--- config.mk ---
export PLATFORM = sky130hd
export DESIGN_NAME = serial_sub_ctrl_flat
export DESIGN_NICKNAME = d
export VERILOG_FILES = /design/src/rtl/serial_sub_ctrl_if.sv /design/src/rtl/serial_sub_ctrl.sv /design/src/flat_wrapper.sv
export SDC_FILE = /design/constraint.sdc
export NUM_CORES = 1
export LEC_CHECK = 0
export BUFFER_PORTS_ARGS = -buffer_cell sky130_fd_sc_hd__buf_2
export CAP_MARGIN = 15
export CORE_ASPECT_RATIO = 0.8
export CORE_UTILIZATION = 45
export DETAILED_ROUTE_END_ITERATION = 8
export GPL_ROUTABILITY_DRIVEN = 0
export PLACE_DENSITY = 0.68
export REMOVE_ABC_BUFFERS = 1
export SKIP_CTS_REPAIR_TIMING = 1
export SLEW_MARGIN = 30
export SYNTH_ARGS = -nofsm -noshare
export SYNTH_HDL_FRONTEND = slang
export SYNTH_SLANG_ARGS = --single-unit
--- constraint.sdc ---
create_clock -name clk -period 2.6 [get_ports clk]
set_clock_uncertainty 0.15 [all_clocks]
set_input_delay 0.13 -clock clk [delete_from_list [all_inputs] [get_ports clk]]
set_output_delay 0.13 -clock clk [all_outputs]
set_load 0.01 [all_outputs]
--- src/rtl/serial_sub_ctrl_if.sv ---
// Request/result bus of the bit-serial subtraction controller.
// The master issues start with operands and observes busy/done and the result.
interface serial_sub_ctrl_if #(
    parameter int WIDTH = 8
);
    logic             start;
    logic [WIDTH-1:0] a;
    logic [WIDTH-1:0] b;
    logic             bin;
    logic             busy;
    logic             done;
    logic [WIDTH-1:0] diff;
    logic             borrow_out;

    modport master (
        output start, a, b, bin,
        input  busy, done, diff, borrow_out
    );

    modport slave (
        input  start, a, b, bin,
        output busy, done, diff, borrow_out
    );
endinterface

--- src/rtl/serial_sub_ctrl.sv ---
// Bit-serial N-bit subtraction controller: walks an external 1-bit full-subtractor
// cell LSB-first over the captured operands to produce a - b - bin.
module serial_sub_ctrl #(
    parameter int WIDTH = 8
) (
    input  logic                clk,
    input  logic                rst,
    serial_sub_ctrl_if.slave    bus,
    output logic                fs_a,
    output logic                fs_b,
    output logic                fs_bin,
    input  logic                fs_d,
    input  logic                fs_bout
);

    localparam int CW = $clog2(WIDTH) + 1;

    typedef enum logic [1:0] {
        IDLE,
        RUN,
        DONE
    } state_t;

    state_t           state;
    logic [WIDTH-1:0] a_sr;
    logic [WIDTH-1:0] b_sr;
    logic [WIDTH-2:0] res_sr;
    logic             brw;
    logic [CW-1:0]    cnt;
    logic             busy_r;
    logic             done_r;
    logic [WIDTH-1:0] diff_r;
    logic             borrow_r;
    logic [WIDTH-1:0] res_next;

    // The cell only sees live operand bits while running; busy_r is a registered RUN flag.
    assign fs_a   = busy_r & a_sr[0];
    assign fs_b   = busy_r & b_sr[0];
    assign fs_bin = busy_r & brw;

    // The newest difference bit enters at the top so the first (LSB) bit ends up at bit 0.
    assign res_next = {fs_d, res_sr};

    assign bus.busy       = busy_r;
    assign bus.done       = done_r;
    assign bus.diff       = diff_r;
    assign bus.borrow_out = borrow_r;

    always_ff @(posedge clk) begin
        if (rst) begin
            state    <= IDLE;
            a_sr     <= '0;
            b_sr     <= '0;
            res_sr   <= '0;
            brw      <= 1'b0;
            cnt      <= '0;
            busy_r   <= 1'b0;
            done_r   <= 1'b0;
            diff_r   <= '0;
            borrow_r <= 1'b0;
        end else begin
            case (state)
                IDLE, DONE: begin
                    done_r <= 1'b0;
                    if (bus.start) begin
                        a_sr   <= bus.a;
                        b_sr   <= bus.b;
                        brw    <= bus.bin;
                        cnt    <= '0;
                        busy_r <= 1'b1;
                        state  <= RUN;
                    end else begin
                        busy_r <= 1'b0;
                        state  <= IDLE;
                    end
                end
                RUN: begin
                    res_sr <= res_next[WIDTH-1:1];
                    brw    <= fs_bout;
                    a_sr   <= a_sr >> 1;
                    b_sr   <= b_sr >> 1;
                    cnt    <= cnt + 1'b1;
                    // Last bit: publish the result and borrow together with the done pulse.
                    if (cnt == CW'(WIDTH - 1)) begin
                        diff_r   <= res_next;
                        borrow_r <= fs_bout;
                        busy_r   <= 1'b0;
                        done_r   <= 1'b1;
                        state    <= DONE;
                    end
                end
                default: begin
                    busy_r <= 1'b0;
                    done_r <= 1'b0;
                    state  <= IDLE;
                end
            endcase
        end
    end

endmodule

--- src/flat_wrapper.sv ---
// flat-port wrapper written by rule: the top's interface ports become plain ports
module serial_sub_ctrl_flat 
#(
    parameter int WIDTH = 8
)
  (clk, rst, fs_a, fs_b, fs_bin, fs_d, fs_bout, bus_start, bus_a, bus_b, bus_bin, bus_busy, bus_done, bus_diff, bus_borrow_out);
  serial_sub_ctrl_if #(.WIDTH(WIDTH)) bus_i ();
  input  logic clk;
  input  logic rst;
  output logic fs_a;
  output logic fs_b;
  output logic fs_bin;
  input  logic fs_d;
  input  logic fs_bout;
  input wire logic [$bits(bus_i.start)-1:0] bus_start;
  input wire logic [$bits(bus_i.a)-1:0] bus_a;
  input wire logic [$bits(bus_i.b)-1:0] bus_b;
  input wire logic [$bits(bus_i.bin)-1:0] bus_bin;
  output wire logic [$bits(bus_i.busy)-1:0] bus_busy;
  output wire logic [$bits(bus_i.done)-1:0] bus_done;
  output wire logic [$bits(bus_i.diff)-1:0] bus_diff;
  output wire logic [$bits(bus_i.borrow_out)-1:0] bus_borrow_out;
  assign bus_i.start = bus_start;
  assign bus_i.a = bus_a;
  assign bus_i.b = bus_b;
  assign bus_i.bin = bus_bin;
  assign bus_busy = bus_i.busy;
  assign bus_done = bus_i.done;
  assign bus_diff = bus_i.diff;
  assign bus_borrow_out = bus_i.borrow_out;
  serial_sub_ctrl #(.WIDTH(WIDTH)) u_core (.clk(clk), .rst(rst), .bus(bus_i), .fs_a(fs_a), .fs_b(fs_b), .fs_bin(fs_bin), .fs_d(fs_d), .fs_bout(fs_bout));
endmodule
* Word-level counts from Yosys, hierarchy flattened
Cells that the tools add are included.
Operators by class: shift-type cells 0, reduce and logical (&&, ||, !) cells 6, mux-type cells 14, bitwise operators 4, multipliers 0, order comparisons 0, add/sub/neg operators 1, divide/modulo/power cells 0, equality and inequality tests 5
Operator list (count):
- 8-bit case mux with 2 select lines | 2
- 8-bit two-way mux | 2
- 4-bit case mux with 2 select lines | 1
- 4-bit by 1-bit adder with 4-bit output, second input constant | 1
- 4-bit by 3-bit equality test with 1-bit output, second input constant | 1
- 1-bit two-way mux | 4
- 4-bit two-way mux | 1
- 1-bit case mux with 2 select lines | 2
- 2-bit case mux with 2 select lines | 1
- 2-bit AND reduction | 2
- 2-bit OR reduction | 2
- 1-bit AND | 3
- 2-bit by 1-bit equality test with 1-bit output, second input constant | 1
- 2-bit equality test, second input constant | 1
- 2-bit zero test | 1
- 2-bit two-way mux | 1
- 2-bit by 1-bit != test with 1-bit output, second input constant | 1
- 2-bit != test, second input constant | 1
- 2-bit nonzero test | 1
- 1-bit NOT | 1
Word-level totals: memories 0, ROM bits 0, word-level logic and storage cells 40, output and inout port bits 14, bits in latches 0, register bits after elaboration 41, memory bits (writable) 0, bits of input ports 22

* Longest topological paths before layout
Gate-level depths: netlist (run 1).
word-level depth 4, gate-level depth with buffers 5, mapped depth without buffers 4

* Least setup slack after synthesis (run 1)
Ideal clock, no wire load.
path type reg-to-reg, start register u_core.cnt[0], end register u_core.borrow_r, in the netlist u_core.bus.borrow_out, required time 2.378 ns, cell stages (with the launch flop) 5, clock period less this slack 1.311 ns, data arrival time 1.089 ns, path buffers 0, library setup time 0.072 ns, path slack 1.289 ns, cells stage by stage dfxtp_1 > ha_1 > nand3b_2 > nor2_8 > mux2i_1
Between the ends: cells in the longest elaborated chain, start to end 2
RTL lines:
- start: declaration | line serial_sub_ctrl.sv:29 | logic [CW-1:0] cnt;
- start signal: assignment | line serial_sub_ctrl.sv:82 | cnt <= cnt + 1'b1;
- 4-bit by 3-bit equality test with 1-bit output | line serial_sub_ctrl.sv:84 | if (cnt == CW'(WIDTH - 1)) begin
- 2-bit AND reduction (no source line)
- end signal: assignment | line serial_sub_ctrl.sv:86 | borrow_r <= fs_bout;
- end: declaration | line serial_sub_ctrl.sv:33 | logic borrow_r;
Every way passes these cells. A chain may end at the register's enable or synchronous reset.

* Worst setup path after layout (run 1)
start register u_core.state[1], end register u_core.a_sr[7]
Between the ends: cells in the longest elaborated chain, start to end 4, elaborated cells between the ends (all ways) 8, those cells by class 3 x eq/ne; 1 x mux; 4 x reduce/logical
RTL lines:
- start: declaration | line serial_sub_ctrl.sv:24 | state_t state;
- start signal: assignment | line serial_sub_ctrl.sv:51 | state <= IDLE;
- start signal: assignment | line serial_sub_ctrl.sv:71 | state <= RUN;
- start signal: assignment | line serial_sub_ctrl.sv:74 | state <= IDLE;
- 2-bit equality test or 2-bit zero test (tied branches) | line serial_sub_ctrl.sv:62 | case (state)
- 2-bit OR reduction | line serial_sub_ctrl.sv:62
- 2-bit != test (no source line) or 2-bit nonzero test (tied branches)
- 2-bit AND reduction (no source line)
- end signal: assignment | line serial_sub_ctrl.sv:66 | a_sr <= bus.a;
- end signal: assignment | line serial_sub_ctrl.sv:80 | a_sr <= a_sr >> 1;
- end: declaration | line serial_sub_ctrl.sv:25 | logic [WIDTH-1:0] a_sr;
Several ways; a longest one is shown, not always the timed one.

==> impl_metrics.py, run 1 <==
metrics = {
    "timing": {
        "period_share": 0.6310,
        "finalSetupTns_ns": 0,
        "drv_slew": 0,
        "rsz0062_at_grt": "no",
        "setup-violations-final": 0,
        "finalHoldViolCount": 5,
        "relSlewSlack": 0.5026,
        "timing.hold.ws_ns": -0.03134,
        "period_needed_ns": 1.641,
        "timing.final.ws_setup_ns": 0.9594,
        "fmax_ghz": 0.6095,
        "tightest_slew_ns": 0.7460,
    },
    "global_routing": {
        "grt_overflow": 0,
        "grt_pass1_vias": 1260,
        "antenna_found_initial": 0,
        "grt_pass1_wl_um": 5485,
        "grt_usage": 0.1767,
        "grt_max_degree": 28,
    },
    "power": {
        "power.share.combinational": 0.097,
        "vdd_drop_max_v": 0.0003472,
        "p_sw_mw": 0.3097,
        "leakagePower_nw": 0.8412,
        "powerDensity_nw_per_um2": 660.1,
        "p_int_mw": 1.093,
        "p_sw_frac": 0.2208,
        "pwr-share-clk": 0.428,
        "seq_power_share": 0.475,
        "power_mw": 1.402,
    },
    "layout": {
        "syn2layout_area_growth_pct": 24.03,
        "diodes": 0,
        "nNetsFinal": 251,
        "drive_gt1_frac": 0.2183,
    },
    "floorplan": {
        "die_width_um": 70.98,
        "fp-row-count": 19,
        "start_util": 0.4836,
        "die_area_um2": 4059,
        "core_region_area_um2": 3542,
        "pin_count": 36,
        "die_h_um": 57.18,
    },
    "placed_design": {
        "hpwl_um": 2215,
        "io_buffer_count": 35,
        "pre_cts_ws_ns": 0.9986,
    },
    "critical_path": {
        "crit_arrival_ns": 1.71,
        "cp-start-kind": "register",
        "required_ns": 2.67,
        "r2r_slack_ns": 0.96,
        "cp-end-kind": "register",
        "cp_max_fo": 21,
        "r2r_cells": 4,
        "reg2reg_from": "u_core.state[1]",
        "timing.rr.end": "u_core.a_sr[7]",
        "worstSetupPathType": "register to register",
    },
    "clock_tree": {
        "cts_htree_levels": 2,
        "numCtsBuffers": 5,
        "root_buffer": "clkbuf_8",
        "cts_tree": "done",
        "cts_sinks": 41,
        "cts_max_path_buffers": 2,
        "clock_latency_ns": 0.29,
        "path_clk_slew_ns": 0.08,
    },
    "flow_run": {
        "max_cap_viol_count": 0,
    },
    "synthesis": {
        "ys_seq_elements": 41,
        "synth_compound_area_frac": 0.1622,
        "synth_simple_gate_area_share": 0.2250,
        "syn_avg_cell_area_um2": 9.259,
        "muxShareOfSynthArea": 0.06574,
        "synth_area_um2": 1713,
        "synth_warnings": 0,
        "syn_inst": 185,
        "synth_cell_types": 25,
        "synth_adder_area_share": 0.007305,
        "synth_top_family_by_area": "simple AND/OR/NAND/NOR gates",
        "synth.yosys.seq_area_share": 0.4792,
        "synth_xor_area_frac": 0,
    },
    "detailed_routing": {
        "post_drt_wl_per_cell_um": 12.92,
        "routed_wl_um": 3500,
        "drc_errors": 3,
        "firstDrtPassIters": 6,
        "routed_via_density": 5.358,
        "drtAntennaViolNets": 0,
        "drt-initial-drc-count": 86,
        "vias": 1452,
    },
    "min_path": {
        "hold_path_class": "primary input to register",
        "worstHoldPathCells": 3,
        "worstHoldStart": "bus_b[5]",
        "whs_endpoint": "u_core.b_sr[5]",
    },
    "run_status": {
        "status": "finished, violations left",
        "violations": "design-rule violations, negative hold slack",
    },
}
-- state kept, by name (all words and copies together), names as in the netlist, 2 cells and up --
name and cells:
u_core.a_sr 8, u_core.b_sr 8, u_core.state 2, u_core.res_sr 7, u_core.cnt 4, u_core.bus.diff 8
-- layout by cell type (no fill, tap or decap), types with 5 or more instances in the layout --
cell            n
a21oi_1        29
a22oi_1        15
buf_2          35
clkbuf_8        5
dfxtp_1        41
dlygate4sd3_1  12
mux2i_1         9
nand2_1        17
nand2b_1       21
nand3_1        20
-- synth_stat cells --
| library cell | n | area (um2) |
|---|---|---|
| buf_4 | 4 | 30.03 |
| nand4_1 | 1 | 6.260 |
| dfxtp_1 | 41 | 820.8 |
| inv_1 | 1 | 3.750 |
| nor2_1 | 2 | 7.510 |
| nor2b_1 | 1 | 6.260 |
| a22oi_1 | 15 | 112.6 |
| buf_6 | 3 | 33.78 |
| a211oi_1 | 1 | 7.510 |
| a21oi_1 | 29 | 145.1 |
| ha_1 | 1 | 12.51 |
| mux2i_1 | 9 | 90.09 |
| buf_2 | 5 | 25.02 |
| nand3b_2 | 1 | 11.26 |
| a211oi_2 | 1 | 12.51 |
| nand2_1 | 17 | 63.81 |
| nor2_8 | 1 | 20.02 |
| nor3b_1 | 1 | 7.510 |
| and2b_1 | 1 | 7.510 |
| and2_1 | 3 | 18.77 |
| nor3_1 | 1 | 5.000 |
| clkbuf_1 | 3 | 11.26 |
| nand2b_1 | 21 | 131.4 |
| nand3_1 | 20 | 100.1 |
| mux2_1 | 2 | 22.52 |
-- cells by family (layout without fill, tap and decap cells) --
logic type,after synthesis,after routing
AOI/OAI and AO/OA,46,46
adders and majority gates,1,1
buffers and inverters,16,60
DFF,41,41
muxes,11,11
and+or+nand+nor,70,70
-- power by group through the flow --
stage / logic (mW) / clock network [mW] / registers, mW
after floorplan: 0.0686 / 0 / 0.677
after global placement: 0.117 / 0 / 0.679
after detailed placement: 0.121 / 0 / 0.681
after CTS: 0.122 / 0.610 / 0.666
after global routing: 0.152 / 0.635 / 0.668
final: 0.136 / 0.601 / 0.666
-- metrics by stage --
step                instance area [um2]  utilization  cells
floorplan                          1613            -    170
global placement                   1871       0.5281    251
detailed placement                 1871       0.5281    251
CTS                                2004       0.5659    259
global route                       2125       0.5998    271
finish                             2125       0.5998    271
-- area by class of cell --
type	instances	area [um2]
fill	311	1418
clock inverter	3	65.06
timing repair buffer	51	325.3
clock buffer	5	68.82
multi-input combinational	128	788.3
sequential	41	820.8
inverter	1	3.754
tap	42	52.55
-- worst max path at each step --
| stage | from | endpoint | cells past startpoint |
|---|---|---|---|
| floorplan | u_core.state[1] | u_core.cnt[2] | 3 |
| global placement | u_core.state[1] | u_core.cnt[2] | 3 |
| detailed placement | u_core.state[1] | u_core.b_sr[2] | 4 |
| CTS | u_core.state[1] | u_core.b_sr[2] | 4 |
| global route | u_core.state[1] | u_core.a_sr[7] | 4 |
| finish | u_core.state[1] | u_core.a_sr[7] | 4 |
-- worst max-delay path: stages (launching register included) --
cell and delay, ns:
dfxtp_1 0.32, nand2b_1 0.44, buf_4 0.34, nand3_1 0.12, a21oi_1 0.19
-- routing by layer --
| metal | vias up | GRT usage | share of wire |
|---|---|---|---|
| li1 | 730 | - | - |
| met1 | 666 | 0.2220 | 0.45 |
| met2 | 50 | 0.2775 | 0.48 |
| met3 | 6 | 0.06890 | 0.056 |
| met4 | 0 | 0.06571 | 0.013 |
| met5 | - | 0 | 0 |
No activity file was read; power rests on OpenSTA's default activity.
==> run 2: changes to the inputs <==
- clock period: 2.6 -> 1.6 ns (I/O delays scaled with it)
==> run 2 against run 1 <==
Effect of this change: core utilization increased by 2.5 points; critical endpoint is now u_core.bus.diff[6]; die area is the same; clock-buffer cell count grew 2; the flow finishes with violations (design-rule violations).
==> impl_metrics.py, run 2 (synthesis results as in run 1) <==
metrics = {
    "detailed_routing": {
        "vias": 1529,
        "routed_wl_um": 3878,
        "drc_errors": 3,
        "drtAntennaViolNets": 0,
        "drt-initial-drc-count": 131,
        "post_drt_wl_per_cell_um": 13.65,
        "firstDrtPassIters": 7,
        "routed_via_density": 5.384,
    },
    "power": {
        "powerDensity_nw_per_um2": 909.9,
        "vdd_drop_max_v": 0.0004760,
        "leakagePower_nw": 0.9125,
        "power_mw": 2.015,
    },
    "critical_path": {
        "crit_path_max_incr_delay_ns": 0.37,
        "r2r_cells": 4,
        "cp-start-kind": "register",
        "cp.depth": 4,
        "slowest_stage": "dfxtp_1",
        "worstSetupPathType": "register to register",
        "cp_max_fo": 6,
        "cp-end-kind": "register",
        "required_ns": 1.66,
        "critical_path.top_delay_family": "simple AND/OR/NAND/NOR gates",
        "critPathBufInv": 0,
        "crit_arrival_ns": 1.54,
        "critical_path.cell_chain": "ha_1 > nand3b_4 > nor2_8 > mux2i_1",
    },
    "layout": {
        "final_area_um2": 2215,
        "syn2layout_area_growth_pct": 29.29,
        "nNetsFinal": 265,
        "diodes": 0,
        "fin_util": 0.6252,
        "final_cell_mix": "41 x dfxtp_1, 35 x buf_2, 29 x a21oi_1",
        "drive_gt1_frac": 0.2231,
        "final_common_cell": "dfxtp_1",
    },
    "floorplan": {
        "die_area_um2": 4059,
        "die_h_um": 57.18,
        "fp-row-count": 19,
        "start_util": 0.4836,
        "core_region_area_um2": 3542,
        "pin_count": 36,
        "die_width_um": 70.98,
    },
    "clock_tree": {
        "cts_max_path_buffers": 2,
        "clock_latency_ns": 0.29,
        "path_clk_slew_ns": 0.07,
        "cts_htree_levels": 2,
        "cts_sinks": 41,
        "cts_tree": "done",
        "numCtsBuffers": 5,
        "root_buffer": "clkbuf_8",
    },
    "timing": {
        "finalSetupTns_ns": 0,
        "rsz0062_at_grt": "no",
        "tightest_slew_ns": 0.3660,
        "period_share": 0.9222,
        "relSlewSlack": 0.7555,
        "fmax_ghz": 0.6777,
        "period_needed_ns": 1.476,
        "setup-violations-final": 0,
        "drv_slew": 0,
        "finalHoldViolCount": 0,
        "timing.hold.ws_ns": 0.1563,
    },
    "flow_run": {
        "max_cap_viol_count": 0,
    },
    "run_status": {
        "status": "finished, violations left",
        "violations": "design-rule violations",
    },
    "global_routing": {
        "grt_pass1_wl_um": 6113,
        "antenna_found_initial": 0,
        "grt_usage": 0.1962,
        "grt_overflow": 0,
        "grt_pass1_vias": 1363,
        "grt_max_degree": 29,
    },
    "min_path": {
        "hold_path_class": "primary input to register",
        "worstHoldPathCells": 4,
    },
    "placed_design": {
        "io_buffer_count": 35,
        "dpl_cell_area_um2": 1908,
        "hpwl_um": 2349,
    },
}
[run 2: cell count changes in the layout (fill, tap and decap cells not counted), sizes merged]
cell         before  now
buf              39   44
dlygate4sd3      12   20
clkinv            1    0
bufinv            2    0
clkbuf            5    7
nor2              3    4
[run 2: worst min-delay path, stage by stage]
cell,delay (ns)
buf_2,0.12
nor2b_1,0.18
a21oi_1,0.13
nor2_1,0.04
[run 2: final timing paths]
path / end / slack, ns / from
setup / recovery: u_core.bus.diff[6] / 0.12 / u_core.cnt[0]
setup reg to reg: u_core.bus.diff[6] / 0.12 / u_core.cnt[0]
hold reg to reg: u_core.res_sr[0] / 0.31 / u_core.res_sr[0]
hold / removal: u_core.state[0] / 0.16 / bus_start
[run 2: final cells by class]
| cell class | instances | area (um2) |
|---|---|---|
| Clock buffer | 7 | 86.33 |
| Fill cell | 303 | 1328 |
| Inverter | 1 | 3.754 |
| Multi-Input combinational cell | 129 | 808.3 |
| Sequential cell | 41 | 820.8 |
| Tap cell | 42 | 52.55 |
| Timing Repair Buffer | 64 | 442.9 |
[run 2: routing by layer]
metal / up-vias / wire length, um / track usage
li1: 757 / - / -
met3: 2 / 180 / 0.06537
met4: 0 / 27 / 0.07714
met1: 730 / 1752 / 0.2422
met2: 40 / 1918 / 0.3201
met5: - / 0 / 0
[run 2: report_power, final]
group	switching [mW]	total [mW]	internal, mW
registers	0.0244	1.08	1.06
logic	0.134	0.256	0.122
clock network	0.334	0.676	0.342
total	0.492	2.02	1.52
[run 2: stage by stage]
step | setup WS [ns] | cells
floorplan | -0.2073 | 170
global placement | 0.1360 | 256
global route | 0.06049 | 284
finish | 0.1244 | 284
CTS | 0.04491 | 263
detailed placement | 0.1091 | 256
